[config.mk]
export PLATFORM = sky130hd
export DESIGN_NAME = tone_period_detector
export DESIGN_NICKNAME = d
export VERILOG_FILES = /design/src/rtl/audio_pkg.sv /design/src/rtl/tone_period_detector_hyst_classifier.sv /design/src/rtl/tone_period_detector.sv
export SDC_FILE = /design/constraint.sdc
export NUM_CORES = 1
export LEC_CHECK = 0
export ABC_AREA = 1
export CORE_MARGIN = 5
export CORE_UTILIZATION = 60
export CTS_BUF_LIST = sky130_fd_sc_hd__clkbuf_2 sky130_fd_sc_hd__clkbuf_4 sky130_fd_sc_hd__clkbuf_8
export DETAILED_ROUTE_END_ITERATION = 12
export PLACE_DENSITY_LB_ADDON = 0.05
export SYNTH_ARGS = -nofsm -noshare
export SYNTH_HDL_FRONTEND = slang
export SYNTH_SLANG_ARGS = --single-unit
[constraint.sdc]
create_clock -name CLOCK_50 -period 2.4 [get_ports CLOCK_50]
set_clock_uncertainty 0.15 [all_clocks]
set_input_delay 0.48 -clock CLOCK_50 [delete_from_list [all_inputs] [get_ports CLOCK_50]]
set_output_delay 0.48 -clock CLOCK_50 [all_outputs]
set_load 0.03 [all_outputs]
[src/rtl/audio_pkg.sv]
// Shared audio constants and types for the tone player / detector pair.
// Sample width, delay width and default thresholds live here.
package audio_pkg;

  localparam int AUDIO_W = 32;
  localparam int DELAY_W = 19;
  localparam int CNT_W   = DELAY_W + 1;

  localparam logic signed [AUDIO_W-1:0] THRESH_DEF =
    32'sd100_000_000;
  localparam logic [DELAY_W-1:0] MIN_DELAY_DEF = 19'd10_000;
  localparam logic [DELAY_W-1:0] MAX_DELAY_DEF = 19'd500_000;
  localparam logic [DELAY_W-1:0] TOL_DEF       = 19'd256;

  // Where a sample sits relative to the hysteresis band
  typedef enum logic [1:0] {
    HC_INSIDE = 2'd0,
    HC_ABOVE  = 2'd1,
    HC_BELOW  = 2'd2
  } hyst_t;

  // Magnitude of the difference of two delay values
  function automatic logic [DELAY_W-1:0] abs_diff(
    input logic [DELAY_W-1:0] a,
    input logic [DELAY_W-1:0] b
  );
    return (a >= b) ? (a - b) : (b - a);
  endfunction

endpackage

[src/rtl/tone_period_detector_hyst_classifier.sv]
// Classifies a signed sample against a symmetric hysteresis band.
// Equality to either band edge counts as inside.
module hyst_classifier
  import audio_pkg::*;
(
  input  logic signed [AUDIO_W-1:0] sample,
  input  logic signed [AUDIO_W-1:0] thresh,
  output hyst_t                     cls
);

  // Strictly above +thresh or strictly below -thresh
  always_comb begin
    cls = HC_INSIDE;
    if (sample > thresh)
      cls = HC_ABOVE;
    else if (sample < -thresh)
      cls = HC_BELOW;
  end

endmodule

[src/rtl/tone_period_detector.sv]
// Measures half-periods of a square tone from microphone samples,
// in CLOCK_50 cycles, with hysteresis, lock and silence flags.
module tone_period_detector
  import audio_pkg::*;
#(
  parameter logic signed [AUDIO_W-1:0] THRESH    = THRESH_DEF,
  parameter logic [DELAY_W-1:0]        MIN_DELAY = MIN_DELAY_DEF,
  parameter logic [DELAY_W-1:0]        MAX_DELAY = MAX_DELAY_DEF,
  parameter logic [DELAY_W-1:0]        TOL       = TOL_DEF
) (
  input  logic                      CLOCK_50,
  input  logic                      reset,
  input  logic                      audio_in_available,
  input  logic signed [AUDIO_W-1:0] left_channel_audio_in,
  output logic                      read_audio_in,
  output logic [DELAY_W-1:0]        half_period,
  output logic                      period_valid,
  output logic                      locked,
  output logic                      silent,
  output logic                      phase
);

  localparam logic [1:0] S_IDLE = 2'd0;
  localparam logic [1:0] S_POS  = 2'd1;
  localparam logic [1:0] S_NEG  = 2'd2;

  // Counter value that means "no crossing for too long"
  localparam logic [CNT_W-1:0] CNT_TO =
    {1'b0, MAX_DELAY} + 20'd1;

  logic signed [AUDIO_W-1:0] sample_q;
  logic                      sample_new;
  hyst_t                     cls;
  logic [1:0]                state;
  logic [CNT_W-1:0]          cnt;
  logic [DELAY_W-1:0]        prev;
  logic                      prev_ok;
  logic [DELAY_W-1:0]        meas;
  logic                      timeout;
  logic                      crossing;
  logic                      in_range;
  logic                      close;

  assign read_audio_in = audio_in_available & ~reset;

  // Capture every consumed sample; flag it for one cycle
  always_ff @(posedge CLOCK_50) begin
    if (reset) begin
      sample_q   <= '0;
      sample_new <= 1'b0;
    end else begin
      sample_new <= read_audio_in;
      if (read_audio_in)
        sample_q <= left_channel_audio_in;
    end
  end

  hyst_classifier u_cls (
    .sample (sample_q),
    .thresh (THRESH),
    .cls    (cls)
  );

  assign meas     = cnt[DELAY_W-1:0];
  assign timeout  = (state != S_IDLE) && (cnt == CNT_TO);
  assign crossing = sample_new &&
    (((state == S_POS) && (cls == HC_BELOW)) ||
     ((state == S_NEG) && (cls == HC_ABOVE)));
  assign in_range = (meas >= MIN_DELAY) && (meas <= MAX_DELAY);
  assign close    = abs_diff(meas, prev) <= TOL;
  assign phase    = (state == S_POS);

  // Hysteresis FSM, half-period counter and lock tracking
  always_ff @(posedge CLOCK_50) begin
    if (reset) begin
      state        <= S_IDLE;
      cnt          <= '0;
      half_period  <= '0;
      period_valid <= 1'b0;
      locked       <= 1'b0;
      silent       <= 1'b1;
      prev         <= '0;
      prev_ok      <= 1'b0;
    end else begin
      period_valid <= 1'b0;
      unique case (1'b1)
        (state == S_IDLE): begin
          cnt <= '0;
          if (sample_new && cls == HC_ABOVE)
            state <= S_POS;
          else if (sample_new && cls == HC_BELOW)
            state <= S_NEG;
        end
        timeout: begin
          state  <= S_IDLE;
          cnt    <= '0;
          silent <= 1'b1;
          locked <= 1'b0;
        end
        crossing: begin
          state <= (state == S_POS) ? S_NEG : S_POS;
          cnt   <= '0;
          if (in_range) begin
            half_period  <= meas;
            period_valid <= 1'b1;
            silent       <= 1'b0;
            locked       <= prev_ok & close;
            prev         <= meas;
            prev_ok      <= 1'b1;
          end else begin
            locked  <= 1'b0;
            prev_ok <= 1'b0;
          end
        end
        default: begin
          if (state != S_POS && state != S_NEG) begin
            state <= S_IDLE;
            cnt   <= '0;
          end else if (cnt != CNT_TO) begin
            cnt <= cnt + 20'd1;
          end
        end
      endcase
    end
  end

endmodule

==> results.sh, run 1 <==
export IMPL_cpPeakStageDelay_ns=0.70
export IMPL_synth_nets=1089
export IMPL_min_path_cells=2
export IMPL_synthDistinctLibCells=35
export IMPL_dr_pass1_iters=6
export IMPL_finalSetupViolations=0
export IMPL_core_um2=9820
export IMPL_die_y_um=110
export IMPL_antenna_left=0
export IMPL_cts_root_buf="clkbuf_8"
export IMPL_grt_pass1_vias=6132
export IMPL_via_per_inst=5.35
export IMPL_crit_arrival_ns=1.69
export IMPL_htreeDepth=3
export IMPL_rr_worst_depth=18
export IMPL_areaGrowthSynthToFinish_pct=29.6
export IMPL_gr_total_overflow=0
export IMPL_ys_seq_area_share_pct=25.8
export IMPL_cts_buffers=9
export IMPL_drv_cap=0
export IMPL_layout_cells_non_filler=1259
export IMPL_hold_end="sample_q[22]$_SDFFE_PP0P_"
export IMPL_max_clock_path_buffers=2
export IMPL_leakage_nw=3.73
export IMPL_r2r_end="locked$_SDFFE_PP0N_"
export IMPL_syn_inst=1011
export IMPL_setup_tns_ns=0
export IMPL_fin_crit_sh_pct=96.6
export IMPL_worst_slew_pin_slew_ns=0.383
export IMPL_start_util_pct=61.6
export IMPL_drc=0
export IMPL_hp_class="reg2reg"
export IMPL_powerDensity_nw_per_um2=348
export IMPL_path_cells="inv_1 -> ha_1 -> clkdlybuf4s50_1"
export IMPL_portBuffers=58
export IMPL_antenna_found_initial=0
export IMPL_critPathCaptureType="output pin"
export IMPL_totalWireLength_um=17900
export IMPL_placementRows=36
export IMPL_utilization_pct=79.8
export IMPL_netlist_area_um2=6050
export IMPL_wl_per_cell_um=14.2
export IMPL_ir_worst_vdd_uv=471
export IMPL_ios=59
export IMPL_setup_worst_path_start_class="register"
export IMPL_status="finished, final reports clean"
export IMPL_gp_congestion=0.989
export IMPL_finalHoldViolCount=0
export IMPL_stdcell_area_um2=7830
export IMPL_insertion_delay_ns=0.36
export IMPL_critPathTopFamily="buffers and inverters"
export IMPL_place_hpwl_um=13500
export IMPL_num_antenna_cells=0
export IMPL_clock_sinks=78
export IMPL_holdCritStartpoint="sample_q[22]$_SDFFE_PP0P_"
export IMPL_reg2reg_slack_ns=0.11
export IMPL_die_width_um=110
export IMPL_drt_first_iter_violations=594
export IMPL_grt_pass1_wl_um=28300
export IMPL_yosysWarnings=0
export IMPL_fin_nets=1199
export IMPL_dp_cells=1233
export IMPL_ys_seq_elements=78
export IMPL_cp_slowest_cell="clkdlybuf4s50_1"
export IMPL_placed_area_um2=7130
export IMPL_clk_pin_slew_ns=0.07
export IMPL_syn_avg_cell_area_um2=5.98
export IMPL_relSlewSlack_pct=74.4
export IMPL_slew_violations=0
export IMPL_nFillCells=762
export IMPL_die_area_um2=12200
export IMPL_rsz0062_at_grt="true"
export IMPL_worstPathRequired_ns=1.77
export IMPL_drive_above_1_share_pct=19.8
export IMPL_startpoint="state[1]$_SDFFE_PP0P_"
export IMPL_period_needed_ns=2.32
export IMPL_track_usage_pct=29.8
export IMPL_cts_tree="built"
export IMPL_crit_type="reg2out"
export IMPL_vias=6733
export IMPL_r2r_start="prev[5]$_SDFFE_PP0P_"
export IMPL_cp_max_fo=4
export IMPL_fmax_mhz=431
export IMPL_grt_max_degree=41
export IMPL_cp_num_buf_inv=2
## sequential cells by signal, indices dropped and copies added, names as in the netlist
| name | cells |
|---|---|
| locked | 1 |
| silent | 1 |
| sample_q | 32 |
| prev | 19 |
| cnt | 20 |
| period_valid | 1 |
| sample_new | 1 |
| prev_ok | 1 |
| state | 2 |
## layout make-up
type / instances / area (µm²) / share of cell area (%)
Sequential cell: 78 / 1590 / 20.3
Inverter: 170 / 638 / 8.15
Tap cell: 133 / 166 / 2.12
Timing Repair Buffer: 124 / 1100 / 14.0
Multi-Input combinational cell: 738 / 4160 / 53.1
Clock buffer: 15 / 175 / 2.24
Clock inverter: 1 / 5.00 / 0.0639
## worst register-to-register path: cells and delay by family, from the launching register on
kind | cells | cell delay, ns
simple gates | 11 | 0.84
buf+inv | 4 | 0.34
flops | 1 | 0.33
fa+ha+maj | 1 | 0.31
compound gates | 2 | 0.25
## how the worst max path moves through the flow
stage / endpoint / slack [ns] / cells after the start
6_report: phase / 0.08 / 3
5_1_grt: locked$_SDFFE_PP0N_ / -0.06 / 16
4_1_cts: locked$_SDFFE_PP0N_ / 0.0003 / 17
3_5_place_dp: locked$_SDFFE_PP0N_ / -0.05 / 16
3_3_place_gp: locked$_SDFFE_PP0N_ / -0.04 / 15
2_1_floorplan: locked$_SDFFE_PP0N_ / 0.09 / 17
## power breakdown
part	total [W]	switching, W	internal (W)
logic	0.000437	0.000254	0.000183
clock network	0.000917	0.000455	0.000462
registers	0.00138	0.0000337	0.00134
## routing by layer
layer	global-route usage, %	wire (µm)	vias to the layer above
met4	13.0	607	0
met5	0	0	-
met1	36.2	7470	3047
met3	4.95	926	51
met2	51.8	8860	237
li1	-	-	3398
## through the flow
step	total power (W)	worst slack (ns)	hold slack, ns
final	0.00273	0.0806	0.325
after global routing	0.00285	-0.0633	0.354
after CTS	0.00273	0.000333	0.328
after detailed placement	0.00183	-0.0541	0.316
after global placement	0.00182	-0.0351	0.305
after floorplan	0.00168	0.0911	0.293
## cells in the mapped netlist
cell / n / area, µm²
nand2_4: 1 / 11.3
a21o_1: 1 / 7.51
buf_1: 2 / 7.51
nand3_2: 1 / 10.0
nor3_2: 4 / 40.0
nand2_1: 277 / 1040
nor2_2: 3 / 18.8
clkbuf_1: 11 / 41.3
nor3b_2: 1 / 12.5
clkbuf_2: 1 / 5.00
a211oi_1: 14 / 105
a21oi_2: 1 / 8.76
o211ai_1: 1 / 7.51
o22ai_1: 1 / 6.26
clkinv_1: 3 / 11.3
xor2_1: 12 / 105
nand4_2: 1 / 12.5
nor4_1: 3 / 18.8
dfxtp_1: 78 / 1560
nand3b_1: 6 / 45.0
nand3_1: 66 / 330
inv_2: 15 / 56.3
nor3_1: 13 / 65.1
a21oi_1: 62 / 310
nor2_4: 2 / 22.5
nand4_1: 21 / 131
ha_1: 43 / 538
a211oi_2: 1 / 12.5
buf_2: 11 / 55.1
nand2_2: 14 / 87.6
nor2_1: 138 / 518
o21bai_1: 6 / 45.0
o21ai_0: 44 / 220
a21boi_0: 1 / 7.51
inv_1: 152 / 571
## kinds of logic (layout without fill, tap and decap cells)
kind of cell	after synthesis	after routing	synth area share, %
simple gates	551	551	39.1
buf+inv	195	310	12.4
compound gates	132	132	12.1
flops	78	78	25.8
fa+ha+maj	43	43	8.90
xor+xnor	12	12	1.74
## what timing repair did
| action | CTS | global route |
|---|---|---|
| endpoints found under the setup margin | 1 | 3 |
| pin swaps | 0 | 22 |
| buffers inserted | 0 | 10 |
| hold buffers | 0 | 0 |
| gates resized for setup | 6 | 113 |
## placed cells by master, fill, tap and decap left out, types with 10 or more instances in the layout
cell,instances
xor2_1,12
nand3_1,60
clkdlybuf4s50_1,57
nor2_1,131
dfxtp_1,54
clkbuf_8,10
a21oi_1,56
buf_4,65
nand2_1,253
nand4_1,21
nor3_1,11
nand2_2,33
inv_2,23
inv_1,144
ha_4,18
ha_1,24
o21ai_0,43
a211oi_1,14
dfxtp_2,23
Power figures use the tool's default switching activity.
==> run 2: changes to the inputs <==
--- a/config.mk
+++ b/config.mk
@@ -14,3 +14,4 @@
 export SYNTH_ARGS = -nofsm -noshare
 export SYNTH_HDL_FRONTEND = slang
 export SYNTH_SLANG_ARGS = --single-unit
+export TNS_END_PERCENT = 30
==> results of run 2 <==
Final layout, timing and power as in run 1 (identical DEF).
==> run 3: changes to the inputs <==
--- a/config.mk
+++ b/config.mk
@@ -6,7 +6,7 @@
 export NUM_CORES = 1
 export LEC_CHECK = 0
 export ABC_AREA = 1
-export CORE_MARGIN = 5
+export CORE_MARGIN = 2
 export CORE_UTILIZATION = 60
 export CTS_BUF_LIST = sky130_fd_sc_hd__clkbuf_2 sky130_fd_sc_hd__clkbuf_4 sky130_fd_sc_hd__clkbuf_8
 export DETAILED_ROUTE_END_ITERATION = 12
==> constraint.sdc (replaced) <==
create_clock -name CLOCK_50 -period 2.33 [get_ports CLOCK_50]
set_clock_uncertainty 0.15 [all_clocks]
set_input_delay 0.466 -clock CLOCK_50 [delete_from_list [all_inputs] [get_ports CLOCK_50]]
set_output_delay 0.466 -clock CLOCK_50 [all_outputs]
set_load 0.03 [all_outputs]
==> run 3 against run 2 <==
  * Sequential power is 3% higher
  * Wire length is 5.4% higher
  * Design area is 2.1% higher
  * Clock-buffer cell count is 4 lower
  * First-iteration DRC count is 22% lower
  * Critical path depth is 14 higher
  * Global-route usage is 3.4 points higher
  * Die area is 11% lower
==> results.sh, run 3 (synthesized netlist as in run 1, its figures left out) <==
export IMPL_status="finished, final reports clean"
export IMPL_setup_ws_ns=0.0164
export IMPL_htreeDepth=3
export IMPL_place_hpwl_um=14100
export IMPL_placementRows=36
export IMPL_relSlewSlack_pct=72.5
export IMPL_cts_buffers=9
export IMPL_grt_pass1_wl_um=29400
export IMPL_clock_sinks=78
export IMPL_final_common_cell="nand2_1"
export IMPL_setup_worst_path_start_class="register"
export IMPL_cts_tree="built"
export IMPL_met2_length_um=9290
export IMPL_power_total_w=0.00302
export IMPL_multi_input_area_um2=4160
export IMPL_insertion_delay_ns=0.36
export IMPL_max_clock_path_buffers=2
export IMPL_final_cell_mix="260 x nand2_1, 149 x inv_1, 123 x nor2_1"
export IMPL_portBuffers=58
export IMPL_rsz0062_at_grt="true"
export IMPL_fin_crit_sh_pct=99.3
export IMPL_track_usage_pct=33.2
export IMPL_slew_violations=0
export IMPL_met1Wirelength_um=7620
export IMPL_die_width_um=104
export IMPL_via_per_inst=5.39
export IMPL_cp_max_fo=4
export IMPL_finalHoldViolCount=0
export IMPL_totalWireLength_um=18800
export IMPL_start_util_pct=61.9
export IMPL_gp_congestion=0.972
export IMPL_finalSetupViolations=0
export IMPL_core_um2=9770
export IMPL_top_regs="sample_q (32), cnt (20), prev (19)"
export IMPL_num_antenna_cells=0
export IMPL_ios=59
export IMPL_dr_pass1_iters=5
export IMPL_dp_slack_ns=-0.145
export IMPL_largest_register="sample_q"
export IMPL_regArea_um2=1600
export IMPL_utilization_pct=81.8
export IMPL_nFillCells=699
export IMPL_powerDensity_nw_per_um2=378
export IMPL_cts_root_buf="clkbuf_8"
export IMPL_drive_above_1_share_pct=20.6
export IMPL_gr_total_overflow=0
export IMPL_hp_class="reg2reg"
export IMPL_antenna_left=0
export IMPL_period_needed_ns=2.31
export IMPL_wl_met3_um=948
export IMPL_die_y_um=104
export IMPL_areaGrowthSynthToFinish_pct=32.3
export IMPL_crit_type="reg2reg"
export IMPL_leakage_nw=3.84
export IMPL_drv_cap=0
export IMPL_fmax_mhz=432
export IMPL_grt_max_degree=42
export IMPL_ir_worst_vdd_uv=538
export IMPL_vias=6866
export IMPL_drt_first_iter_violations=466
export IMPL_largest_reg_flops=32
export IMPL_die_area_um2=10900
export IMPL_reg2reg_slack_ns=0.02
export IMPL_fin_nets=1214
export IMPL_critPathCaptureType="register"
export IMPL_top_layer_used="met4"
export IMPL_antenna_found_initial=0
export IMPL_worst_slew_pin_slew_ns=0.409
export IMPL_crit_arrival_ns=2.46
export IMPL_grt_pass1_vias=6496
export IMPL_worstPathRequired_ns=2.48
export IMPL_wl_per_cell_um=14.8
export IMPL_drc=0
export IMPL_clk_pin_slew_ns=0.08
## run 3: area by class of cell
class	instances	area share (%)
clock buffers	11	1.81
inverters	170	8.01
well taps	133	2.08
clock inverters	5	1.02
multi-input cells	738	52.0
repair buffers	139	15.1
flip-flops and latches	78	20.0
## run 3: power breakdown
group	switching, W	internal (W)
Clock	0.000506	0.000647
Combinational	0.000266	0.000190
Sequential	0.0000358	0.00138
Total	0.000808	0.00222
## run 3: path summary, 6_finish.rpt
path / from / endpoint / depth (start not counted)
min reg2reg: sample_q[22]$_SDFFE_PP0P_ / sample_q[22]$_SDFFE_PP0P_ / 2
max reg2reg: cnt[1]$_SDFFE_PP0P_ / locked$_SDFFE_PP0N_ / 17
max: cnt[1]$_SDFFE_PP0P_ / locked$_SDFFE_PP0N_ / 17
min: sample_q[22]$_SDFFE_PP0P_ / sample_q[22]$_SDFFE_PP0P_ / 2
## run 3: metal layers
layer  vias up  track usage [%]
li1       3432                -
met1      3110             38.4
met5         -                0
met4         0             19.9
met3        71             3.45
met2       253             58.8
## run 3: what timing repair did
| item | CTS | global route |
|---|---|---|
| hold buffers | 0 | 0 |
| pin swaps | 2 | 14 |
| gates resized for setup | 27 | 91 |
| setup endpoints to repair | 2 | 7 |
| buffers inserted | 0 | 2 |
## run 3: per-stage QoR
stage          TNS [ns]  hold slack (ns)  instance area, µm²  cells
6_report              0            0.324                8000   1274
5_1_grt          -0.165            0.334                8000   1274
4_1_cts               0            0.324                7650   1272
3_5_place_dp     -0.145            0.313                7300   1256
3_3_place_gp     -0.111            0.305                7300   1256
2_1_floorplan         0            0.293                6050   1011
## run 3: critical path: stages (launching register included)
cell	delay (ns)
dfxtp_2	0.42
inv_1	0.10
ha_1	0.22
nand2_1	0.09
nand2_1	0.09
inv_1	0.08
nand2_1	0.12
nand2_1	0.11
nand2_1	0.09
nand2_1	0.07
nand2_1	0.05
nor2_1	0.10
nand3_1	0.12
nand2_1	0.09
nand2_1	0.05
a21oi_1	0.12
nand2_1	0.09
a21oi_2	0.11
